[src/rtl/uart_pkg.sv]
// UART receive types shared by uart_rx and its optional FIFO.
package uart_pkg;
  localparam int UART_DATA_BITS = 8;

  typedef enum logic [2:0] {
    IDLE   = 3'd0,
    START  = 3'd1,
    DATA   = 3'd2,
    PARITY = 3'd3,
    STOP   = 3'd4,
    BRK    = 3'd5
  } rx_state_e;

  typedef struct packed {
    logic                      perr;
    logic                      ferr;
    logic [UART_DATA_BITS-1:0] data;
  } rx_entry_t;
endpackage

[src/rtl/uart_rx_fifo.sv]
// Synchronous FIFO of received frames; pointers carry an extra wrap bit
// so full and empty are distinguishable without a count register.
module uart_rx_fifo
  import uart_pkg::*;
#(
  parameter int DEPTH = 4
) (
  input  logic      clk,
  input  logic      rst_i,
  input  logic      i_push,
  input  rx_entry_t i_din,
  input  logic      i_pop,
  output rx_entry_t o_dout,
  output logic      o_full,
  output logic      o_empty
);
  localparam int AW = $clog2(DEPTH);

  rx_entry_t     r_mem [DEPTH];
  logic [AW:0]   r_wptr, r_rptr;
  logic          w_wr, w_rd;

  assign o_empty = (r_wptr == r_rptr);
  assign o_full  = (r_wptr[AW] != r_rptr[AW]) && (r_wptr[AW-1:0] == r_rptr[AW-1:0]);
  // A push into a full FIFO is still legal when the head leaves the same cycle.
  assign w_wr    = i_push && (!o_full || i_pop);
  assign w_rd    = i_pop && !o_empty;
  assign o_dout  = r_mem[r_rptr[AW-1:0]];

  // Pointer update
  always_ff @(posedge clk or posedge rst_i) begin
    if (rst_i) begin
      r_wptr <= '0;
      r_rptr <= '0;
    end else begin
      if (w_wr) r_wptr <= r_wptr + 1'b1;
      if (w_rd) r_rptr <= r_rptr + 1'b1;
    end
  end

  // Storage write; contents are don't-care while empty
  always_ff @(posedge clk) begin
    if (w_wr) r_mem[r_wptr[AW-1:0]] <= i_din;
  end
endmodule

[src/rtl/uart_rx.sv]
// UART receiver: 2-flop synchronizer, mid-bit sampling FSM, 8 data bits
// LSB first, optional even parity (XOR of data), one stop bit.
// Build option UART_RX_FIFO_EN: buffer frames in a FIFO_DEPTH-entry FIFO
// with ready/valid pop; otherwise rx_valid_o is a one-cycle pulse per frame.
module uart_rx
  import uart_pkg::*;
#(
  parameter int FIFO_DEPTH = 4
) (
  input  logic        clk,
  input  logic        rst_i,
  input  logic [31:0] clk_div_i,
  input  logic        parity_en_i,
  input  logic        rx_i,
  output logic [7:0]  rx_data_o,
  output logic        rx_valid_o,
  input  logic        rx_ready_i,
  output logic        parity_err_o,
  output logic        frame_err_o,
  output logic        overrun_o
);
  rx_state_e   r_state, w_next;
  logic [1:0]  r_sync;
  logic [31:0] r_cnt, r_div;
  logic        r_par_en, r_par, r_perr;
  logic [2:0]  r_idx;
  logic [7:0]  r_sh;
  logic        w_rx_s, w_tick;
  logic        w_start, w_reload, w_shift, w_par_chk, w_done;
  rx_entry_t   w_entry;

  assign w_rx_s  = r_sync[1];
  assign w_tick  = (r_cnt == 32'd0);
  assign w_entry = '{perr: r_perr, ferr: ~w_rx_s, data: r_sh};

  // Line synchronizer, resets to idle-high so reset never looks like a start bit
  always_ff @(posedge clk or posedge rst_i) begin
    if (rst_i) r_sync <= 2'b11;
    else       r_sync <= {r_sync[0], rx_i};
  end

  // State register
  always_ff @(posedge clk or posedge rst_i) begin
    if (rst_i) r_state <= IDLE;
    else       r_state <= w_next;
  end

  // Next-state logic
  always_comb begin
    w_next = r_state;
    case (r_state)
      IDLE:   if (!w_rx_s) w_next = START;
      START:  if (w_tick)  w_next = w_rx_s ? IDLE : DATA;
      DATA:   if (w_tick && r_idx == 3'd7) w_next = r_par_en ? PARITY : STOP;
      PARITY: if (w_tick)  w_next = STOP;
      STOP:   if (w_tick)  w_next = w_rx_s ? IDLE : BRK;
      BRK:    if (w_rx_s)  w_next = IDLE;
      default:             w_next = IDLE;
    endcase
  end

  // Per-state datapath strobes
  always_comb begin
    w_start   = 1'b0;
    w_reload  = 1'b0;
    w_shift   = 1'b0;
    w_par_chk = 1'b0;
    w_done    = 1'b0;
    case (r_state)
      IDLE:   w_start  = !w_rx_s;
      START:  w_reload = w_tick && !w_rx_s;
      DATA:   begin w_shift = w_tick; w_reload = w_tick; end
      PARITY: begin w_par_chk = w_tick; w_reload = w_tick; end
      STOP:   w_done   = w_tick;
      default: ;
    endcase
  end

  // Bit timer, shift register and parity; baud/parity settings frozen per frame
  always_ff @(posedge clk or posedge rst_i) begin
    if (rst_i) begin
      r_cnt    <= '0;
      r_div    <= '0;
      r_par_en <= 1'b0;
      r_par    <= 1'b0;
      r_perr   <= 1'b0;
      r_idx    <= '0;
      r_sh     <= '0;
    end else begin
      if (w_start) begin
        r_cnt    <= clk_div_i >> 1;
        r_div    <= clk_div_i;
        r_par_en <= parity_en_i;
        r_par    <= 1'b0;
        r_perr   <= 1'b0;
        r_idx    <= '0;
      end else if (w_reload) begin
        r_cnt <= r_div;
      end else if (!w_tick) begin
        r_cnt <= r_cnt - 32'd1;
      end
      if (w_shift) begin
        r_sh[r_idx] <= w_rx_s;
        r_par       <= r_par ^ w_rx_s;
        r_idx       <= r_idx + 3'd1;
      end
      if (w_par_chk) r_perr <= (w_rx_s != r_par);
    end
  end

`ifdef UART_RX_FIFO_EN
  rx_entry_t w_head;
  logic      w_full, w_empty, w_pop, r_ovr;

  assign w_pop = !w_empty && rx_ready_i;

  uart_rx_fifo #(.DEPTH(FIFO_DEPTH)) u_fifo (
    .clk     (clk),
    .rst_i   (rst_i),
    .i_push  (w_done),
    .i_din   (w_entry),
    .i_pop   (w_pop),
    .o_dout  (w_head),
    .o_full  (w_full),
    .o_empty (w_empty)
  );

  // Overrun pulse when a completed frame finds no room
  always_ff @(posedge clk or posedge rst_i) begin
    if (rst_i) r_ovr <= 1'b0;
    else       r_ovr <= w_done && w_full && !w_pop;
  end

  // Head entry is masked while empty so idle outputs read as zero
  assign rx_valid_o   = !w_empty;
  assign rx_data_o    = w_empty ? 8'h00 : w_head.data;
  assign parity_err_o = !w_empty && w_head.perr;
  assign frame_err_o  = !w_empty && w_head.ferr;
  assign overrun_o    = r_ovr;
`else
  rx_entry_t r_out;
  logic      r_valid;
  logic      w_unused;

  assign w_unused = ^{rx_ready_i, FIFO_DEPTH[0]};

  // Frame result register: one-cycle valid, data/flags held until next frame
  always_ff @(posedge clk or posedge rst_i) begin
    if (rst_i) begin
      r_valid <= 1'b0;
      r_out   <= '0;
    end else begin
      r_valid <= w_done;
      if (w_done) r_out <= w_entry;
    end
  end

  assign rx_valid_o   = r_valid;
  assign rx_data_o    = r_out.data;
  assign parity_err_o = r_out.perr;
  assign frame_err_o  = r_out.ferr;
  assign overrun_o    = 1'b0;
`endif
endmodule

[config.mk]
export PLATFORM = sky130hd
export DESIGN_NAME = uart_rx
export DESIGN_NICKNAME = d
export VERILOG_FILES = /design/src/rtl/uart_pkg.sv /design/src/rtl/uart_rx_fifo.sv /design/src/rtl/uart_rx.sv
export SDC_FILE = /design/constraint.sdc
export NUM_CORES = 1
export LEC_CHECK = 0
export CAP_MARGIN = 10
export CORE_MARGIN = 2
export CORE_UTILIZATION = 45
export DETAILED_ROUTE_END_ITERATION = 7
export PLACE_DENSITY = 0.64
export SLEW_MARGIN = 0
export SYNTH_ARGS = -nofsm -noshare
export SYNTH_HDL_FRONTEND = slang
export SYNTH_SLANG_ARGS = --single-unit
[constraint.sdc]
create_clock -name clk -period 4.6 [get_ports clk]
set_input_delay 0.46 -clock clk [delete_from_list [all_inputs] [get_ports clk]]
set_output_delay 0.46 -clock clk [all_outputs]
set_load 0.03 [all_outputs]
=== Word level (Yosys, flattened, before mapping) ===
Cells that the tools add are included.

* Register bits after elaboration: 94
* Output and inout bits: 12
* Word-level logic and storage cells: 69

* Reduce and logical (&&, ||, !) cells: 10
* Equality and inequality tests: 14
* Bitwise operators: 2
* Muxes and demuxes: 26
* Add/subtract/negate cells: 2
* Magnitude comparators: 2

{| class="wikitable"
|+ Operators with widths
! kind !! count
|-
| 32-bit 2-to-1 mux || 3
|-
| 32-bit zero test || 1
|-
| 32-bit by 1-bit subtractor with 32-bit output, second input constant || 1
|-
| 3-bit 2-to-1 mux || 10
|-
| 3-bit one-hot mux with 6 select lines || 1
|-
| 2-bit != test, second input constant || 6
|-
| 3-bit equality test, second input constant || 3
|-
| 8-bit bitwise mux || 1
|-
| 1-bit 2-to-1 mux || 8
|-
| 3-bit by 2-bit equality test with 1-bit output, second input constant || 2
|-
| 6-bit AND reduction || 1
|-
| 3-bit by 4-bit < comparator with 1-bit output, second input constant || 1
|-
| 2-bit nonzero test || 2
|-
| 3-bit by 1-bit adder with 3-bit output, second input constant || 1
|-
| 1-bit demux with 3-bit select || 1
|-
| 3-bit by 1-bit equality test with 1-bit output, second input constant || 1
|-
| 3-bit by 1-bit greater-or-equal comparator with 1-bit output, second input constant || 1
|-
| 1-bit logical AND || 3
|-
| 3-bit zero test || 1
|-
| 3-bit by 1-bit != test with 1-bit output, second input constant || 1
|-
| 2-bit 2-to-1 mux || 1
|-
| 1-bit one-hot mux with 2 select lines || 1
|-
| 2-bit OR reduction || 1
|-
| 1-bit zero test || 1
|-
| other kinds (3) || 3
|}

=== Longest topological paths before layout ===
* Depth in word-level cells: 5
* Mapped depth: 9

=== Least setup slack after synthesis ===
Ideal clock, no wire load.

* Kind: register to register
* Start: reg r_cnt[0]
* End: reg r_sh[4]
* Stages on the path, launching flop included: 10
* Data arrival time: 2,801 ps
* Required time: 4,472 ps
* Path slack: 1,671 ps
* Clock period less this slack: 2,929 ps
* Setup time: 128 ps
* Cell sequence: dfrtp_1 inv_1 ha_1 or3b_2 nor4b_4 nand3_4 or3_1 buf_6 nor4b_4 mux2_1

* Cells in the longest elaborated chain, start to end: 2

{| class="wikitable"
|+ RTL lines
! element !! line !! text
|-
| start, declared || uart_rx.sv:24 || <nowiki>logic [31:0] r_cnt, r_div;</nowiki>
|-
| start signal, assigned || uart_rx.sv:91 || <nowiki>r_cnt <= clk_div_i >> 1;</nowiki>
|-
| start signal, assigned || uart_rx.sv:98 || <nowiki>r_cnt <= r_div;</nowiki>
|-
| start signal, assigned || uart_rx.sv:100 || <nowiki>r_cnt <= r_cnt - 32'd1;</nowiki>
|-
| 32-bit zero test || uart_rx.sv:33 || <nowiki>assign w_tick = (r_cnt == 32'd0);</nowiki>
|-
| 1-bit 2-to-1 mux || uart_rx.sv:69 || <nowiki>case (r_state)</nowiki>
|-
| end signal, assigned by index || uart_rx.sv:103 || <nowiki>r_sh[r_idx] <= w_rx_s;</nowiki>
|-
| end, declared || uart_rx.sv:27 || <nowiki>logic [7:0] r_sh;</nowiki>
|}

Every way passes these cells.
A chain may end at the register's enable or synchronous reset.

=== Worst setup path after layout ===
Ends and elaborated chain as after synthesis.

==> run_results.csv <==
group,metric,value,unit
status,status,"finished clean",
grt,grt_overflow,0,
place,dp.cells,624,
setup_path,path_delay_family,"simple AND/OR/NAND/NOR gates",
cts,cts_tree,"done",
final_layout,mostFrequentLayoutCells,"nand2_1, dfrtp_1, clkdlybuf4s50_1",
pwr,fin_total_pwr,1.71,mW
final_layout,final_common_cell,"nand2_1",
setup_path,path_class,"reg2reg",
cts,cts-root-buf,"clkbuf_8",
floorplan,die_height,104,um
final_layout,antenna_cells,0,
setup_path,critPathBufInv,1,
cts,post_cts_resized,0,
grt,grt_pass1_wl,16400,um
place,dp_hpwl,6150,um
setup_path,r2r-end,"r_sh[4]$_DFFE_PP0P_",
grt,track_usage,18.4,%
setup_path,required,4850,ps
pwr,leakage,2.26,nW
pwr,vdd_drop_max,0.208,mV
min_path,min_to,"r_sync[1]$_DFF_PP1_",
place,place_ws,1270,ps
job,cap_violations,0,
cts,clkSinkCount,94,
setup_path,r2r_cells,8,
timing,maxSlewHeadroom,39.8,%
timing,hold_viol,0,
cts,insertion_delay,360,ps
place,place_congestion,0.826,
timing,tns,0,ps
grt,grt_antenna_before_repair,0,
synth,yosysTopAreaCell,"dfrtp_1",
final_layout,drive_above_1_share,10.4,%
setup_path,cp_max_fo,10,
floorplan,die_x,104,um
detailed_routing,via_per_inst,5.22,
floorplan,placementRows,36,
detailed_routing,drt-total-wl,9210,um
cts,post-cts-setup-buffers,0,
synth,ys.flop_type,"dfrtp_1",
synth,ys_ff_latch,94,
detailed_routing,detail-route-antenna-nets,0,
synth,yosysWarnings,0,
cts,path_clk_slew,100,ps
final_layout,utilization,53.9,%
timing,grt_setup_unrepaired,"no",
timing,max_freq,300,MHz
timing,fin_crit,3340,ps
synth,netlist_area,4520,sq um
timing,setup_slack,1260,ps
floorplan,ios,49,
synth,synthesis.instances,466,
setup_path,max_stage_delay,580,ps
timing,setup_violations,0,
synth,synth.net_count,506,
final_layout,syn_to_final_growth,16.6,%
detailed_routing,num_vias,3349,
final_layout,nFillCells,918,
floorplan,die_area,10900,sq um
setup_path,r2r_setup_slack,1260,ps
timing,fin_crit_sh,72.6,%
final_layout,stdcell_count,641,
floorplan,core_area,9770,sq um
timing,worst_clock_skew,9.27,ps
final_layout,nets,543,
timing,max_slew.worst_pin.slew,896,ps
final_layout,regArea,2350,sq um
setup_path,critPathArrivalTime,3590,ps
setup_path,path_common_cell,"nor4b_4",
detailed_routing,drc,0,
grt,grt_max_degree,56,
synth,synth_top_area_share,51.0,%
synth,synth.distinct_cells,56,
cts,clk_path_buf_depth,2,
grt,grt_pass1_vias,3386,
setup_path,path_cells,"inv_1 > ha_1 > or3b_2 > nor4b_4 > nand3_4 > or3_1 > nor4b_4 > mux2_1",
synth,synth_area_per_cell,9.69,sq um
setup_path,slowest_stage,"or3_1",
final_layout,multiInputGateArea,2030,sq um
min_path,hold_path_class,"reg2reg",
setup_path,cp-end-kind,"flip-flop",
floorplan,start_util,46.2,%
cts,hold_buffers,0,
synth,synth_edf_count,0,
place,io_buffers,46,
synth,async_reset_ff_share,100,%
cts,cts-buffers-inserted,9,
timing,finalMaxSlewViolations,0,
synth,yosysSeqAreaShare,52.1,%
setup_path,start_kind,"flip-flop",
min_path,holdCritStartpoint,"r_sync[0]$_DFF_PP1_",
detailed_routing,drt_iter0_markers,198,
setup_path,r2r-start,"r_cnt[0]$_DFFE_PP0P_",
detailed_routing,wire_per_inst,14.4,um
min_path,min_delay_path_depth,0,
cts,h-tree-depth,3,
pwr,powerDensity,325,nW/um^2
synth,synth.area.top_cells,"dfrtp_1, nand2_1, mux2_2",
detailed_routing,firstDrtPassIters,6,
## through the flow
step	hold slack (ps)	instance area, sq um
5_1_grt	371	5270
4_1_cts	362	5260
3_3_place_gp	346	5080
2_1_floorplan	345	4520
6_report	362	5270
3_5_place_dp	348	5080
## routing by layer
| metal | track usage (%) | share of wire, % | vias up |
|---|---|---|---|
| met3 | 4.39 | 4.3 | 4 |
| met2 | 28.3 | 47 | 70 |
| met4 | 4.05 | 0.62 | 0 |
| met1 | 26.5 | 48 | 1603 |
| met5 | 0 | 0 | - |
| li1 | - | - | 1672 |
## flip-flops by register name (all words and copies together) (netlist names)
signal and flops:
parity_err_o 1, r_idx 3, r_par 1, r_par_en 1
r_sync 2, r_cnt 32, rx_data_o 8, r_perr 1
r_sh 8, r_div 32, frame_err_o 1, r_state 3
rx_valid_o 1
## power by group
group,leakage [nW],internal (mW),switching (mW)
Sequential,1.15,0.899,0.0576
Clock,0.0917,0.204,0.307
Combinational,1.01,0.124,0.121
## cell type report
cell class	count	share of cell area, %
inverters	8	0.594
flip-flops and latches	94	44.7
well taps	133	3.16
repair buffers	52	9.60
multi-input cells	338	38.5
clock inverters	7	1.12
clock buffers	9	2.35
## Yosys cell counts, types with 2 or more instances
library cell  instances
mux2i_1               7
or4_4                 2
o31a_1                2
clkbuf_1             20
mux2_1                2
a211oi_1              2
a21o_1                2
nand3_1               9
buf_1                 2
and3_1                2
inv_1                 8
a21oi_1               7
nand2_1             128
a31oi_1               2
dfrtp_1              92
xor2_1               12
nor2_1               22
or3_1                 8
dfstp_2               2
o211ai_1             18
nand4b_1              2
nand2b_1              4
or2_2                 2
o21ai_0              18
nor4b_4               2
xnor2_1              12
o31ai_1               2
nand4_1               6
or4_1                 2
nor3_1               18
mux2_2               15
ha_1                  3
nand3b_1              6
nor4_1                3
## kinds of logic (layout without fill, tap and decap cells)
logic type      Yosys count  count (layout)  share of synthesized area [%]
simple gates            223             223                           24.1
flops                    94              94                           52.1
compound gates           63              63                           9.23
buf+inv                  34              76                           3.13
xor+xnor                 24              24                           4.65
mux                      24              24                           5.79
fa+ha+maj                 3               3                          0.831
other cells               1               1                         0.0830
## worst max-delay path by stage
stage,startpoint,to,slack [ps],cells after the start
after floorplan,r_cnt[0]$_DFFE_PP0P_,r_sh[4]$_DFFE_PP0P_,1670,9
after global placement,r_cnt[0]$_DFFE_PP0P_,r_cnt[5]$_DFFE_PP0P_,1310,9
after detailed placement,r_cnt[0]$_DFFE_PP0P_,r_cnt[5]$_DFFE_PP0P_,1270,9
after CTS,r_cnt[0]$_DFFE_PP0P_,r_cnt[5]$_DFFE_PP0P_,1250,9
after global routing,r_cnt[0]$_DFFE_PP0P_,r_cnt[5]$_DFFE_PP0P_,1020,9
final,r_cnt[0]$_DFFE_PP0P_,r_sh[4]$_DFFE_PP0P_,1260,8
No activity file was read; power rests on OpenSTA's default activity.
==> patch, RTL diff (same settings) <==
Add an input register stage for `rx_i`, cleared by the reset; this delays it by one clock. The other inputs are not delayed to match.
--- a/src/rtl/uart_rx.sv
+++ b/src/rtl/uart_rx.sv
@@ -19,6 +19,17 @@
   output logic        frame_err_o,
   output logic        overrun_o
 );
+
+  logic rx_q;
+
+  always_ff @(posedge clk or posedge rst_i) begin
+    if (rst_i) begin
+      rx_q <= '0;
+    end else begin
+      rx_q <= rx_i;
+    end
+  end
+
   rx_state_e   r_state, w_next;
   logic [1:0]  r_sync;
   logic [31:0] r_cnt, r_div;
@@ -36,7 +47,7 @@
   // Line synchronizer, resets to idle-high so reset never looks like a start bit
   always_ff @(posedge clk or posedge rst_i) begin
     if (rst_i) r_sync <= 2'b11;
-    else       r_sync <= {r_sync[0], rx_i};
+    else       r_sync <= {r_sync[0], rx_q};
   end
 
   // State register
Formal check against the unedited RTL: no difference found for any inputs over 10 cycles, from zero or initial values and one cycle with rst_i high; that may be too few to reach the edited logic, so the function may still have changed.
==> patch against the original RTL <==
Utilization is 0.81 points higher. Clock skew is 0.0055 ns higher. Worst setup slack better by 0.23 ns. Synthesized cell count is 0.64% higher. Sequential cell count is 1 higher. Wire length is 7.2% higher. Design area is 2.4% higher. Area after synthesis is 2.2% higher. Count of clock-buffer cells in the layout is 2 higher. Final cell count is 1.4% higher. Power is 1.9% higher. Highest routed layer unchanged. Via count is 4.2% higher.
==> patch: results (changes against the original RTL) <==
Outcome
The flow ran to the end, and the final reports show no timing, DRC or antenna violations.

Route
The number of DRC violations after detailed-routing iteration 0 was 131 (-34%). The overall via count from detail_route is 3491 (+4.2%). The length of the first detailed-routing pass in iterations is 4 (-2).

The post-detailed-routing wire length is 9880 microns (+7.2%). The met3 wirelength from detailed routing is 326 microns (-18%). The post-route met1 wirelength was 5030 microns (+14%).

Pwr
The worst voltage drop across the vdd grid is 0.198 mV (-4.9%). The leakage power total was 2.32 nW (+2.6%).

GRT
The total routing usage reported by global routing is 18.9% (+0.50 points). The global-route wire length before repair is 16800 microns (+2.4%). The pin count of the biggest net entering global routing is 50 (-11%). The met2 track demand over resource in global routing is 28.6% (+0.23 points).

The number of global-route vias before repair is 3446 (+1.8%). The met1 track utilization from global routing came to 27.4% (+0.91 points).

Yosys
The post-synth net total is 509 (+0.59%). The post-synthesis cell type count came to 60 (+7.1%). The mean instance size in the synthesized netlist is 9.84 sq um (+1.6%). After synthesis, the cell types taking the most area are dfrtp_1, nand2_1, mux2_2.

Critical path
The setup slack of the worst register-to-register path is 1.50 ns (+0.23 ns). The critical path's largest stage delay is 0.81 ns (+0.23 ns). The highest fanout seen on the critical path was 15 (+5). The endpoint arrival time on the critical path was 3.35 ns (-0.24 ns). Among all stages on the critical path, the largest delay is contributed by nor4_4.

Placement
The total placed instance area is 5200 sq um (+2.5%). The number of instances in the placed design came to 634 (+1.6%). The HPWL after detailed placement is 6640 microns (+8.0%). The weighted congestion reported at the end of routability-driven placement is 0.840 (+1.7%).

Finish
The fill cell total of the finished layout is 904 (-1.5%). The number of non-filler instances in the completed layout is 650 (+1.4%). The final standard cell utilization of the core came to 54.7% (+0.81 points).

The net count reported at finish is 552 (+1.7%).

Timing
The worst-case hold slack came to 0.359 ns (-0.00286 ns).
[patch: changes by cell type after synthesis, moves of 4 or more]
cell | unedited run | this run
nor4_1 | 3 | 7
xnor2_1 | 12 | 6
nand3_1 | 9 | 15
nand2_1 | 128 | 121
o211ai_1 | 18 | 7
a21boi_0 | 0 | 15
nor3_1 | 18 | 14
xor2_1 | 12 | 18
o21ai_0 | 18 | 24
clkbuf_1 | 20 | 15
[patch: worst paths after layout]
path	startpoint	end	cells past startpoint
setup / recovery	r_cnt[0]$_DFFE_PP0P_	r_sh[2]$_DFFE_PP0P_	7
hold / removal	rx_q$_DFF_PP0_	r_sync[0]$_DFF_PP1_	0
setup reg to reg	r_cnt[0]$_DFFE_PP0P_	r_sh[2]$_DFFE_PP0P_	7
hold reg to reg	rx_q$_DFF_PP0_	r_sync[0]$_DFF_PP1_	0
max in group asynchronous	rst_i	r_div[22]$_DFFE_PP0P_	3
min in group asynchronous	rst_i	r_perr$_DFFE_PP0P_	2
[patch: cells by family after synthesis]
logic type	count (synthesis)	synth area share, %
flip-flops	95	51.5
adder cells (fa/ha/maj)	3	0.813
buffers and inverters	26	2.41
multiplexers	25	6.23
other	1	0.0812
AND/OR/NAND/NOR	225	24.3
XOR/XNOR	24	4.55
AO/OA/AOI/OAI	70	10.1
[patch: power by group]
group	internal (W)	switching [W]	leakage, nW
combinational	0.000112	0.000102	1.07
sequential	0.000908	0.0000774	1.16
clock	0.000252	0.000295	0.0818
[patch: layout make-up]
type | instances | share of cell area, %
Inverter | 7 | 0.510
Clock buffer | 11 | 2.44
Timing Repair Buffer | 51 | 9.23
Sequential cell | 95 | 44.1
Tap cell | 133 | 3.08
Multi-Input combinational cell | 348 | 39.5
Clock inverter | 5 | 1.11
